`src/rtl/tdm_demux_pkg.sv`:
```
// tdm_demux_pkg
// Shared definitions for the TDM 4:1 demultiplexer: channel count, the
// 2-bit slot type and the named slot constants (A..D map to slots 0..3,
// the same encoding the transmit-side mux uses for its select).
package tdm_demux_pkg;

    localparam int NUM_CH = 4;

    typedef logic [1:0] slot_t;

    localparam slot_t SLOT_A = 2'd0;
    localparam slot_t SLOT_B = 2'd1;
    localparam slot_t SLOT_C = 2'd2;
    localparam slot_t SLOT_D = 2'd3;

    // Slot that follows s in the repeating A,B,C,D order.
    function automatic slot_t slot_after(input slot_t s);
        return slot_t'(s + 2'd1);
    endfunction

endpackage

```
`src/rtl/demux_chan_buf.sv`:
```
// demux_chan_buf
// One-entry output register for a single demux channel.
// Ports:
//   clk, rst       clock and synchronous active-high reset
//   load           write load_data into the entry this cycle
//   load_data      word to store
//   drain_ready    downstream ready for this channel
//   data, valid    registered channel output and its valid flag
//   can_load       entry is empty or is being drained this cycle
module demux_chan_buf #(
    parameter int WIDTH = 8
) (
    input  logic             clk,
    input  logic             rst,
    input  logic             load,
    input  logic [WIDTH-1:0] load_data,
    input  logic             drain_ready,
    output logic [WIDTH-1:0] data,
    output logic             valid,
    output logic             can_load
);

    logic [WIDTH-1:0] data_reg;
    logic             valid_reg;

    // A full entry may accept a new word in the same cycle it drains, so
    // back-to-back traffic through one channel has no bubble.
    assign can_load = !valid_reg || drain_ready;

    always_ff @(posedge clk) begin
        if (rst) begin
            data_reg  <= '0;
            valid_reg <= 1'b0;
        end else if (load) begin
            // Reload wins over drain: valid stays set with the new word.
            data_reg  <= load_data;
            valid_reg <= 1'b1;
        end else if (valid_reg && drain_ready) begin
            valid_reg <= 1'b0;
        end
    end

    assign data  = data_reg;
    assign valid = valid_reg;

endmodule

```
`src/rtl/tdm_demux_4to1.sv`:
```
// tdm_demux_4to1
// Receive side of the 4:1 TDM channel path. Words arrive in slot order
// A,B,C,D and are steered into four registered channel outputs, each with
// its own valid/ready handshake. in_sof forces the current word to slot A;
// an SOF arriving anywhere but slot A pulses frame_err. Every accepted slot-D
// word completes a frame and bumps frame_cnt (wrapping).
// Ports:
//   clk, rst              clock, synchronous active-high reset
//   in_valid/in_ready     input word handshake (in_ready independent of in_valid)
//   in_data, in_sof       input word and its start-of-frame qualifier
//   A, B, C, D            channel data outputs
//   out_valid/out_ready   per-channel handshake, bit 0 = A ... bit 3 = D
//   S1, S0                current expected slot (S1 = MSB)
//   frame_err             one-cycle misalignment pulse
//   frame_cnt             completed-frame counter
module tdm_demux_4to1
    import tdm_demux_pkg::*;
#(
    parameter int WIDTH = 8,
    parameter int CNT_W = 8
) (
    input  logic             clk,
    input  logic             rst,
    input  logic             in_valid,
    output logic             in_ready,
    input  logic [WIDTH-1:0] in_data,
    input  logic             in_sof,
    output logic [WIDTH-1:0] A,
    output logic [WIDTH-1:0] B,
    output logic [WIDTH-1:0] C,
    output logic [WIDTH-1:0] D,
    output logic [3:0]       out_valid,
    input  logic [3:0]       out_ready,
    output logic             S1,
    output logic             S0,
    output logic             frame_err,
    output logic [CNT_W-1:0] frame_cnt
);

    slot_t             slot_reg, slot_next, slot_eff;
    logic              frame_err_reg, frame_err_next;
    logic [CNT_W-1:0]  frame_cnt_reg, frame_cnt_next;
    logic              accept;

    logic [WIDTH-1:0]  ch_data     [NUM_CH];
    logic [NUM_CH-1:0] ch_can_load;
    logic [NUM_CH-1:0] ch_load;

    // SOF overrides the running slot so a misaligned stream resyncs on the
    // marked word itself rather than one frame later.
    assign slot_eff = in_sof ? SLOT_A : slot_reg;
    assign in_ready = ch_can_load[slot_eff];
    assign accept   = in_valid && in_ready && !rst;

    genvar gi;
    generate
        for (gi = 0; gi < NUM_CH; gi++) begin : g_ch
            assign ch_load[gi] = accept && (slot_eff == slot_t'(gi));

            demux_chan_buf #(
                .WIDTH(WIDTH)
            ) u_buf (
                .clk        (clk),
                .rst        (rst),
                .load       (ch_load[gi]),
                .load_data  (in_data),
                .drain_ready(out_ready[gi]),
                .data       (ch_data[gi]),
                .valid      (out_valid[gi]),
                .can_load   (ch_can_load[gi])
            );
        end
    endgenerate

    always_comb begin
        slot_next      = slot_reg;
        frame_err_next = 1'b0;
        frame_cnt_next = frame_cnt_reg;
        if (accept) begin
            slot_next      = slot_after(slot_eff);
            frame_err_next = in_sof && (slot_reg != SLOT_A);
            if (slot_eff == SLOT_D) begin
                frame_cnt_next = frame_cnt_reg + CNT_W'(1);
            end
        end
    end

    always_ff @(posedge clk) begin
        if (rst) begin
            slot_reg      <= SLOT_A;
            frame_err_reg <= 1'b0;
            frame_cnt_reg <= '0;
        end else begin
            slot_reg      <= slot_next;
            frame_err_reg <= frame_err_next;
            frame_cnt_reg <= frame_cnt_next;
        end
    end

    assign A         = ch_data[SLOT_A];
    assign B         = ch_data[SLOT_B];
    assign C         = ch_data[SLOT_C];
    assign D         = ch_data[SLOT_D];
    assign S1        = slot_reg[1];
    assign S0        = slot_reg[0];
    assign frame_err = frame_err_reg;
    assign frame_cnt = frame_cnt_reg;

endmodule

```
`config.mk`:
```
export PLATFORM = sky130hd
export DESIGN_NAME = tdm_demux_4to1
export DESIGN_NICKNAME = d
export VERILOG_FILES = /design/src/rtl/tdm_demux_pkg.sv /design/src/rtl/demux_chan_buf.sv /design/src/rtl/tdm_demux_4to1.sv
export SDC_FILE = /design/constraint.sdc
export NUM_CORES = 1
export LEC_CHECK = 0
export CORE_ASPECT_RATIO = 0.7
export CORE_MARGIN = 1
export CORE_UTILIZATION = 50
export DETAILED_ROUTE_END_ITERATION = 7
export DONT_BUFFER_PORTS = 1
export PLACE_DENSITY = 0.76
export SLEW_MARGIN = 20
export SYNTH_ARGS = -nofsm -noshare
export SYNTH_HDL_FRONTEND = slang
export SYNTH_SLANG_ARGS = --single-unit
```
`constraint.sdc`:
```
create_clock -name clk -period 2 [get_ports clk]
set_input_delay 0.3 -clock clk [delete_from_list [all_inputs] [get_ports clk]]
set_output_delay 0.3 -clock clk [all_outputs]
set_load 0.01 [all_outputs]
```
==> metrics.sh, run 1 <==
WORST-ENDPOINT-REQUIRED_NS=1.70
SYNTH_SEQ_CELLS=47
AREAGROWTHSYNTHTOFINISH_PCT=5.413
WORST_EP_ARRIVAL_TIME_NS=1.56
DETAIL_ROUTE.VIAS_PER_CELL=5.349
CHIP_HEIGHT_UM=56.86
CRITICAL_PATH.MAX_STAGE_DELAY_NS=0.33
MIN_PERIOD_NS=1.857
MAX_SLEW_MARGIN_PCT=77.20
DRT.ANTENNA.VIOLATING_NETS=0
P_LEAK_nW=0.9507
CRITICAL_PATH.TOP_DELAY_FAMILY='compound AO/OA/AOI/OAI gates'
SEQ_AREA_FRAC_SYNTH_PCT=43.77
SYNTHCELLS=212
DIE_BOUNDARY_WIDTH_UM=80.37
CRITPATHCAPTURETYPE='primary output'
DRC_MARKERS=0
TIMING.CRITICAL_PATH.DEPTH=6
DRT_ITER0_MARKERS=55
CTS_TREE='done'
VDD_IR_DROP_MAX_uV=387.8
WORSTREG2REGEND='frame_cnt[7]'
DIE_AREA_UM2=4570
MAX_FREQ_MHz=538.5
GLOBAL_ROUTE.USAGE.TOTAL_PCT=19.64
TIMING_MAX_TRANSITION_VIOLATIONS_FINAL=0
H-TREE-DEPTH=2
REPORT.FINAL.HOLD_VIOL_COUNT=0
PLACEMENTROWS=19
WORST-R2R-CELL-COUNT=7
CRITICAL_PATH.N_BUFFERS_INVERTERS=3
TOP_LEVEL_PORTS=64
N_ANTENNA_CELL=0
GRT_PASS1_VIAS=1294
CORE-AREA_UM2=4018
DP.FINAL_HPWL_UM=2926
REG2REG_FROM='slot_reg[0]'
CRITPATHKIND='flip-flop to primary output'
WORSTHOLDPATHTYPE='input pin to flip-flop'
VIA_COUNT=1396
NUMBER_OF_WARNINGS_ISSUED_BY_YOSYS=0
SYNTH.TOP_CELLS.BY_AREA='sky130_fd_sc_hd__dfxtp_1, sky130_fd_sc_hd__mux2i_1, sky130_fd_sc_hd__nand2b_1'
SETUP_SLACK_OF_THE_WORST_REGISTER_TO_REGISTER_PATH_NS=0.18
WORST_PIN_SLEW_NS=0.3416
CP-START-KIND='flip-flop'
CRIT_PATH_START='slot_reg[0]'
POSTSYNTH.ASYNCRESETSHARE_PCT=0
GRT-OVFL-TOTAL=0
PWR_DENSITY_CELL_nW_PER_UM2=777.2
DETAILEDROUTE.FIRSTPASSITERATIONCOUNT=4
POSTCTSHOLDBUFS=0
GRT_START_MAX_NET_PINS=61
TOTAL_OF_BUFFERS_PLACED_ON_INPUT_AND_OUTPUT_PORTS=0
GLOBALROUTEMET2UTIL_PCT=28.09
WL_UM=4187
SYNTH_LARGEST_AREA_CELL='sky130_fd_sc_hd__dfxtp_1'
YOSYS_MOST_USED_DFF='sky130_fd_sc_hd__dfxtp_1'
CRITICAL_PATH_PEAK_FANOUT=9
LARGEST_REG_FLOPS=32
REPORT.POWER.TOTAL_mW=1.761
ANTENNA_VIOLATIONS_BEFORE_REPAIR=0
CP_SLOWEST_CELL='sky130_fd_sc_hd__dfxtp_2'
YOSYSMOSTFREQUENTCELL='sky130_fd_sc_hd__nand2b_1'
SETUP_VIOLATIONS=0
CTS_MAX_PATH_BUFFERS=2
GRT_FIRST_PASS_WIRELENGTH_UM=6589
TIMING.CLOCK.SKEW_NS=0.003973
STATUS='complete, no violations'
CRITICAL_PATH.CELL_CHAIN='nor2b_4, inv_1, a22oi_1, o221a_1, inv_4, buf_4'
SETUP.WORST_PATH.END='in_ready'
CLK_ROOT_BUFFER_CELL='sky130_fd_sc_hd__clkbuf_8'
GRT_SETUP_UNREPAIRED='no'
CTS.REPORTEDPATHS.CLKPINSLEW_NS=0.09
AVGSYNTHCELLAREA_UM2=10.14
SYNTH_FP_NETS=233
CTS-BUFFERS-INSERTED=5
USE_MET1_PCT=26.20
MAX-CAP-VIOLATIONS=0
USE_MET3_PCT=7.805
ROUTABILITYCONGESTION=0.7899
NETLIST_AREA_UM2=2150
SYNTH_LARGEST_TYPE_AREA_FRACTION_PCT=43.77
POST_SYNTH_EDFFS=0
LAYOUT.NETS=229
LAYOUTNONFILLERINSTCOUNT=261
SYNTH_COMMONEST_CELLS='sky130_fd_sc_hd__nand2b_1, sky130_fd_sc_hd__dfxtp_1, sky130_fd_sc_hd__mux2i_1, sky130_fd_sc_hd__a21oi_1, sky130_fd_sc_hd__nor2_1'
DETAIL_ROUTE.WL_PER_CELL_UM=16.04
WORSTSKEWPAIRLATENCY_NS=0.30
SUM_OF_NEGATIVE_SETUP_SLACK_NS=0
FINALCRITPERIODSHARE_PCT=92.85
PLACED_CELLS=252
CTS_SINKS=47
DRIVE_ABOVE_1_SHARE_PCT=14.35
GR-MAX-USAGE-LAYER='met2'
FLOORPLAN.INITIALDENSITY_PCT=53.50
SYNTH_CELL_TYPE_COUNT=32
HOLD_WS_NS=0.05555
-- cells in the final DEF (no fill, tap or decap), types with 2 or more instances in the layout --
| cell type | n |
|---|---|
| sky130_fd_sc_hd__nand2b_1 | 49 |
| sky130_fd_sc_hd__dfxtp_1 | 45 |
| sky130_fd_sc_hd__mux2i_1 | 33 |
| sky130_fd_sc_hd__a21oi_1 | 11 |
| sky130_fd_sc_hd__nor2_1 | 7 |
| sky130_fd_sc_hd__clkbuf_8 | 7 |
| sky130_fd_sc_hd__nand3_1 | 6 |
| sky130_fd_sc_hd__ha_1 | 5 |
| sky130_fd_sc_hd__buf_4 | 5 |
| sky130_fd_sc_hd__nand2_1 | 4 |
| sky130_fd_sc_hd__inv_1 | 3 |
| sky130_fd_sc_hd__o21ai_0 | 3 |
| sky130_fd_sc_hd__and3_4 | 3 |
| sky130_fd_sc_hd__nand3_2 | 3 |
| sky130_fd_sc_hd__nor2b_1 | 2 |
| sky130_fd_sc_hd__nand4_1 | 2 |
| sky130_fd_sc_hd__o31ai_1 | 2 |
| sky130_fd_sc_hd__or4_1 | 2 |
| sky130_fd_sc_hd__a31o_2 | 2 |
| sky130_fd_sc_hd__dfxtp_2 | 2 |
-- metal layers --
layer	vias up	part of all wire (%)
met1	637	48
met2	51	42
met5	-	0
met3	5	8.8
li1	703	-
met4	0	1.1
-- area by class of cell --
| type | instances | area (um2) |
|---|---|---|
| fillers | 367 | 1752 |
| multi-input cells | 144 | 1079 |
| flip-flops and latches | 47 | 943.4 |
| clock buffers | 7 | 96.34 |
| well taps | 52 | 65.06 |
| repair buffers | 6 | 57.56 |
| inverters | 4 | 17.52 |
| clock inverters | 1 | 7.507 |
-- worst reg2reg max path, cell delays in order, from the launching register on --
cell and delay (ns):
sky130_fd_sc_hd__dfxtp_2 0.33, sky130_fd_sc_hd__nor2b_4 0.12, sky130_fd_sc_hd__inv_1 0.09, sky130_fd_sc_hd__a22oi_1 0.09, sky130_fd_sc_hd__o221a_1 0.27, sky130_fd_sc_hd__buf_4 0.18
sky130_fd_sc_hd__nor4_2 0.29, sky130_fd_sc_hd__mux2_2 0.36
-- power breakdown --
group / switching, mW / internal (mW) / total [mW]
clock network: 0.313 / 0.315 / 0.627
registers: 0.0275 / 0.962 / 0.989
logic: 0.0736 / 0.0710 / 0.145
-- cell families (layout without fill, tap and decap cells) --
group	count (synthesis)	in the layout	share of synthesized area, %
buf+inv	21	18	6.344
compound gates	21	21	5.995
simple gates	83	83	24.39
flops	47	47	43.77
mux	35	35	16.59
fa+ha+maj	5	5	2.910
-- worst min path at each step --
stage	start	end	slack, ns	cells after the start
after detailed placement	rst	frame_cnt[6]	0.38	1
final	rst	slot_reg[1]	0.06	1
after global routing	rst	slot_reg[0]	0.04	1
after CTS	rst	slot_reg[0]	0.05	1
after global placement	rst	frame_cnt[5]	0.37	1
after floorplan	in_sof	frame_err	0.46	1
-- timing repair --
action	CTS	global route
resized for setup	0	4
setup endpoints to repair	0	3
setup buffers	0	1
-- per-stage QoR --
stage	cell area, um2	setup slack [ns]	util, %
after floorplan	2150	0.1963	-
after global placement	2143	0.2093	53.35
after detailed placement	2143	0.1368	53.35
after CTS	2247	0.04287	55.93
after global routing	2266	0.01855	56.40
final	2266	0.1431	56.40
Power figures use the tool's default switching activity.
==> inputs of run 2 (changes only) <==
--- a/config.mk
+++ b/config.mk
@@ -11,6 +11,7 @@
 export DETAILED_ROUTE_END_ITERATION = 7
 export DONT_BUFFER_PORTS = 1
 export PLACE_DENSITY = 0.76
+export REMOVE_ABC_BUFFERS = 1
 export SLEW_MARGIN = 20
 export SYNTH_ARGS = -nofsm -noshare
 export SYNTH_HDL_FRONTEND = slang
==> metrics.sh, run 2 (synthesis results as in run 1) <==
STATUS='complete, no violations'
PLACEMENTROWS=19
GRT-OVFL-TOTAL=0
WORST_PIN_SLEW_NS=0.3443
LARGEST_REG_FLOPS=32
CRITICAL_PATH.N_BUFFERS_INVERTERS=3
CTS_SINKS=47
PLACE_WS_NS=0.1024
POSTCTSHOLDBUFS=0
FINAL_CELL_AREA_UM2=2268
WL_UM=4038
DETAIL_ROUTE.WL_PER_CELL_UM=15.59
GRT_START_MAX_NET_PINS=61
WORST_EP_ARRIVAL_TIME_NS=1.62
CTS.REPORTEDPATHS.CLKPINSLEW_NS=0.09
USE_MET1_PCT=27.24
COMMONEST_CELLS_AFTER_ROUTING_FILL_AND_TAPS_ASIDE='sky130_fd_sc_hd__nand2b_1, sky130_fd_sc_hd__dfxtp_1, sky130_fd_sc_hd__mux2i_1'
CORE-AREA_UM2=4018
DIE_AREA_UM2=4570
ANTENNA_VIOLATIONS_BEFORE_REPAIR=0
CP-START-KIND='flip-flop'
CLK_ROOT_BUFFER_CELL='sky130_fd_sc_hd__clkbuf_8'
FINALCRITPERIODSHARE_PCT=96.15
CTS_MAX_PATH_BUFFERS=2
TIMING.CLOCK.SKEW_NS=0.008841
GRT_PASS1_VIAS=1344
GR-MAX-USAGE-LAYER='met1'
DRC_MARKERS=0
CP_SLOWEST_CELL='sky130_fd_sc_hd__dfxtp_4'
N_ANTENNA_CELL=0
P_LEAK_nW=0.9457
CTS-BUFFERS-INSERTED=5
DP.FINAL_HPWL_UM=2789
GLOBAL_ROUTE.USAGE.TOTAL_PCT=19.15
POSTPLACECELLAREA_UM2=2143
USE_MET3_PCT=8.455
DETAILEDROUTE.FIRSTPASSITERATIONCOUNT=4
DRT_ITER0_MARKERS=67
FILLER_CELL_COUNT=356
CRITICAL_PATH.CELL_CHAIN='nor2b_4, inv_2, a22oi_2, o221a_1, inv_4, buf_4'
WORSTHOLDPATHTYPE='input pin to flip-flop'
MAX-CAP-VIOLATIONS=0
AREAGROWTHSYNTHTOFINISH_PCT=5.530
DIE_BOUNDARY_WIDTH_UM=80.37
PWR_DENSITY_CELL_nW_PER_UM2=792.9
POSTLAYOUTSETUPSLACKWORST_NS=0.07692
WORST-ENDPOINT-REQUIRED_NS=1.70
TOTAL_OF_BUFFERS_PLACED_ON_INPUT_AND_OUTPUT_PORTS=0
CRITICAL_PATH.TOP_DELAY_FAMILY='compound AO/OA/AOI/OAI gates'
GRT_FIRST_PASS_WIRELENGTH_UM=6775
H-TREE-DEPTH=2
WORSTSKEWPAIRLATENCY_NS=0.29
CRITPATHKIND='flip-flop to primary output'
MAX_FREQ_MHz=520.0
MAX_SLEW_MARGIN_PCT=77.02
TOP_LEVEL_PORTS=64
CRITICAL_PATH.MAX_STAGE_DELAY_NS=0.37
CRITPATHCAPTURETYPE='primary output'
VIA_COUNT=1398
CHIP_HEIGHT_UM=56.86
REPORT.POWER.TOTAL_mW=1.799
DRT.ANTENNA.VIOLATING_NETS=0
DETAIL_ROUTE.VIAS_PER_CELL=5.398
CTS_TREE='done'
MIN_PERIOD_NS=1.923
FLOORPLAN.INITIALDENSITY_PCT=53.50
COMMONEST_NON_FILL_NON_TAP_CELL_IN_THE_LAYOUT='sky130_fd_sc_hd__nand2b_1'
REPORT.FINAL.HOLD_VIOL_COUNT=0
CRITICAL_PATH_PEAK_FANOUT=10
SETUP_VIOLATIONS=0
DRIVE_ABOVE_1_SHARE_PCT=14.49
TIMING_MAX_TRANSITION_VIOLATIONS_FINAL=0
ROUTABILITYCONGESTION=0.7849
VDD_IR_DROP_MAX_uV=494.1
FINISH.UTILIZATION_PCT=56.46
LAYOUT.NETS=228
GLOBALROUTEMET2UTIL_PCT=26.39
run 2: changes by cell type in the layout (fill, tap and decap cells not counted), sizes merged:
| cell | delta |
|---|---|
| clkbuf | -2 |
| buf | -1 |
| bufinv | +1 |
run 2: metrics by stage:
step                      cells  TNS [ns]  hold slack (ns)
after floorplan             195         0           0.3691
after global placement      252         0           0.3759
after detailed placement    252         0           0.3768
after CTS                   259         0          0.05748
after global routing        259  -0.01515          0.05710
final                       259         0          0.07148
run 2: final timing paths:
check | startpoint | to | slack [ns] | depth (start not counted)
hold reg to reg | g_ch[2].u_buf.data[0] | g_ch[2].u_buf.data[0] | 0.52 | 2
hold / removal | rst | g_ch[0].u_buf.valid | 0.07 | 1
setup reg to reg | slot_reg[0] | frame_cnt[7] | 0.14 | 6
setup / recovery | slot_reg[0] | in_ready | 0.08 | 6
run 2: power by group:
| group | switching (mW) | leakage, nW | internal (mW) | total [mW] |
|---|---|---|---|---|
| Sequential | 0.0314 | 0.382 | 0.962 | 0.993 |
| Clock | 0.300 | 0.0502 | 0.365 | 0.665 |
| Combinational | 0.0704 | 0.514 | 0.0699 | 0.140 |
run 2: routing by layer:
layer / vias to the layer above / part of all wire [%]
met5: - / 0
li1: 702 / -
met4: 0 / 0.25
met2: 46 / 40
met3: 2 / 8.4
met1: 648 / 51
run 2: cell type report:
class / instances / area, um2 / share of cell area (%)
Multi-Input combinational cell: 144 / 1084 / 47.77
Clock buffer: 5 / 68.82 / 3.034
Tap cell: 52 / 65.06 / 2.868
Sequential cell: 47 / 945.9 / 41.70
Timing Repair Buffer: 5 / 50.05 / 2.206
Clock inverter: 2 / 37.54 / 1.655
Inverter: 4 / 17.52 / 0.7722
run 2: repair_timing:
action                                  CTS  global route
endpoints found under the setup margin    1             5
buffers inserted                          0             0
gates resized for setup                   1             6
pin swaps                                 0             1
hold endpoints to repair                  0             0
==> inputs of run 3 (changes only) <==
==> constraint.sdc (replaced) <==
create_clock -name clk -period 1.9 [get_ports clk]
set_input_delay 0.285 -clock clk [delete_from_list [all_inputs] [get_ports clk]]
set_output_delay 0.285 -clock clk [all_outputs]
set_load 0.01 [all_outputs]
==> metrics.sh, run 3 (synthesis results as in run 1) <==
MAX_SLEW_MARGIN_PCT=75.61
CRITPATHCAPTURETYPE='primary output'
DETAILEDROUTE.FIRSTPASSITERATIONCOUNT=4
WORST-R2R-CELL-COUNT=8
CRITICAL_PATH_PEAK_FANOUT=10
P_LEAK_nW=0.9739
CTS_MAX_PATH_BUFFERS=2
AREAGROWTHSYNTHTOFINISH_PCT=7.043
DRT_ITER0_MARKERS=74
COMMONEST_NON_FILL_NON_TAP_CELL_IN_THE_LAYOUT='sky130_fd_sc_hd__nand2b_1'
CTS.REPORTEDPATHS.CLKPINSLEW_NS=0.08
AREA.SEQUENTIAL_UM2=943.4
DIE_BOUNDARY_WIDTH_UM=80.37
GRT_PASS1_VIAS=1392
ROUTABILITYCONGESTION=0.8605
TOTAL_OF_BUFFERS_PLACED_ON_INPUT_AND_OUTPUT_PORTS=0
WORST-ENDPOINT-REQUIRED_NS=1.62
CTS-BUFFERS-INSERTED=5
USE_MET1_PCT=26.45
DP.FINAL_HPWL_UM=2880
CP-START-KIND='flip-flop'
GLOBALROUTEMET2UTIL_PCT=28.45
LAYOUTNONFILLERINSTCOUNT=264
LARGEST_REG_FLOPS=32
PLACED_CELLS=255
DRT.ANTENNA.VIOLATING_NETS=0
TIMING_MAX_TRANSITION_VIOLATIONS_FINAL=0
DIE_AREA_UM2=4570
FLOORPLAN.INITIALDENSITY_PCT=53.50
STATUS='complete, no violations'
DETAIL_ROUTE.WL_PER_CELL_UM=15.88
PLACEMENTROWS=19
MULTIINPUTGATEAREA_UM2=1097
GLOBAL_ROUTE.USAGE.TOTAL_PCT=19.69
COMMONEST_CELLS_AFTER_ROUTING_FILL_AND_TAPS_ASIDE='sky130_fd_sc_hd__nand2b_1, sky130_fd_sc_hd__dfxtp_1, sky130_fd_sc_hd__mux2i_1'
VIA_COUNT=1422
GRT_FIRST_PASS_WIRELENGTH_UM=6789
WL_UM=4191
CHIP_HEIGHT_UM=56.86
DRIVE_ABOVE_1_SHARE_PCT=17.45
GRT-OVFL-TOTAL=0
GRT_SETUP_UNREPAIRED='no'
MIN_PERIOD_NS=1.829
TIMING.CLOCK.SKEW_NS=0.005764
WORST_EP_ARRIVAL_TIME_NS=1.54
FILLER_CELL_COUNT=359
CTS_TREE='done'
GR-MAX-USAGE-LAYER='met2'
PLACE_WS_NS=0.1199
WORSTHOLDPATHTYPE='input pin to flip-flop'
H-TREE-DEPTH=2
WORSTSKEWPAIRLATENCY_NS=0.30
WHS_PATH_DEPTH=1
REPORT.FINAL.HOLD_VIOL_COUNT=0
MAX_FREQ_MHz=546.8
FINALCRITPERIODSHARE_PCT=96.25
CRITPATHKIND='flip-flop to primary output'
POSTCTSHOLDBUFS=0
ANTENNA_VIOLATIONS_BEFORE_REPAIR=0
DRC_MARKERS=0
VDD_IR_DROP_MAX_uV=506.6
DETAIL_ROUTE.VIAS_PER_CELL=5.386
N_ANTENNA_CELL=0
TOP_LEVEL_PORTS=64
SETUP_VIOLATIONS=0
MAX-CAP-VIOLATIONS=0
GRT_START_MAX_NET_PINS=61
USE_MET3_PCT=7.642
PWR_DENSITY_CELL_nW_PER_UM2=838.3
CTS_SINKS=47
CLK_ROOT_BUFFER_CELL='sky130_fd_sc_hd__clkbuf_8'
WORST_PIN_SLEW_NS=0.3655
SUM_OF_NEGATIVE_SETUP_SLACK_NS=0
POSTLAYOUTSETUPSLACKWORST_NS=0.07118
CORE-AREA_UM2=4018
LAYOUT.NETS=232
-- run 3: worst max-delay path: stages, from the launching register on --
cell                      delay (ns)
sky130_fd_sc_hd__dfxtp_2        0.33
sky130_fd_sc_hd__nor2b_4        0.15
sky130_fd_sc_hd__inv_2          0.06
sky130_fd_sc_hd__a22oi_1        0.17
sky130_fd_sc_hd__o221a_1        0.24
sky130_fd_sc_hd__inv_2          0.11
sky130_fd_sc_hd__buf_4          0.18
-- run 3: repair_timing --
action,CTS,global route
setup buffers,1,0
resized for setup,0,8
pin swaps,1,2
setup endpoints to repair,1,5
-- run 3: final timing paths --
kind,startpoint,endpoint,slack [ns]
setup reg to reg,slot_reg[0],frame_cnt[6],0.08
setup / recovery,slot_reg[0],in_ready,0.07
hold reg to reg,g_ch[2].u_buf.data[7],g_ch[2].u_buf.data[7],0.53
hold / removal,rst,frame_cnt[6],0.05
-- run 3: final cells by class --
cell class,count,share of cell area (%)
Clock buffer,5,2.991
Clock inverter,3,1.903
Inverter,4,0.6525
Multi-Input combinational cell,144,47.69
Sequential cell,47,41.00
Tap cell,52,2.828
Timing Repair Buffer,9,2.936
-- run 3: per-layer routing --
layer  share of wire, %  up-vias
li1                   -      715
met1                 50      646
met2                 40       53
met3                8.9        8
met4                1.3        0
met5                  0        -
-- run 3: power by group --
group	switching, mW	internal, mW
registers	0.0308	1.01
logic	0.0794	0.0801
clock network	0.334	0.392
-- run 3: metrics by stage --
step | instance area (um2) | hold slack [ns] | power, mW | util [%]
5_1_grt | 2301 | 0.03378 | 2.006 | 57.27
4_1_cts | 2273 | 0.04218 | 1.935 | 56.59
3_5_place_dp | 2153 | 0.3617 | 1.216 | 53.60
6_report | 2301 | 0.05442 | 1.929 | 57.27
2_1_floorplan | 2028 | 0.3541 | 1.171 | -
3_3_place_gp | 2153 | 0.3607 | 1.213 | 53.60
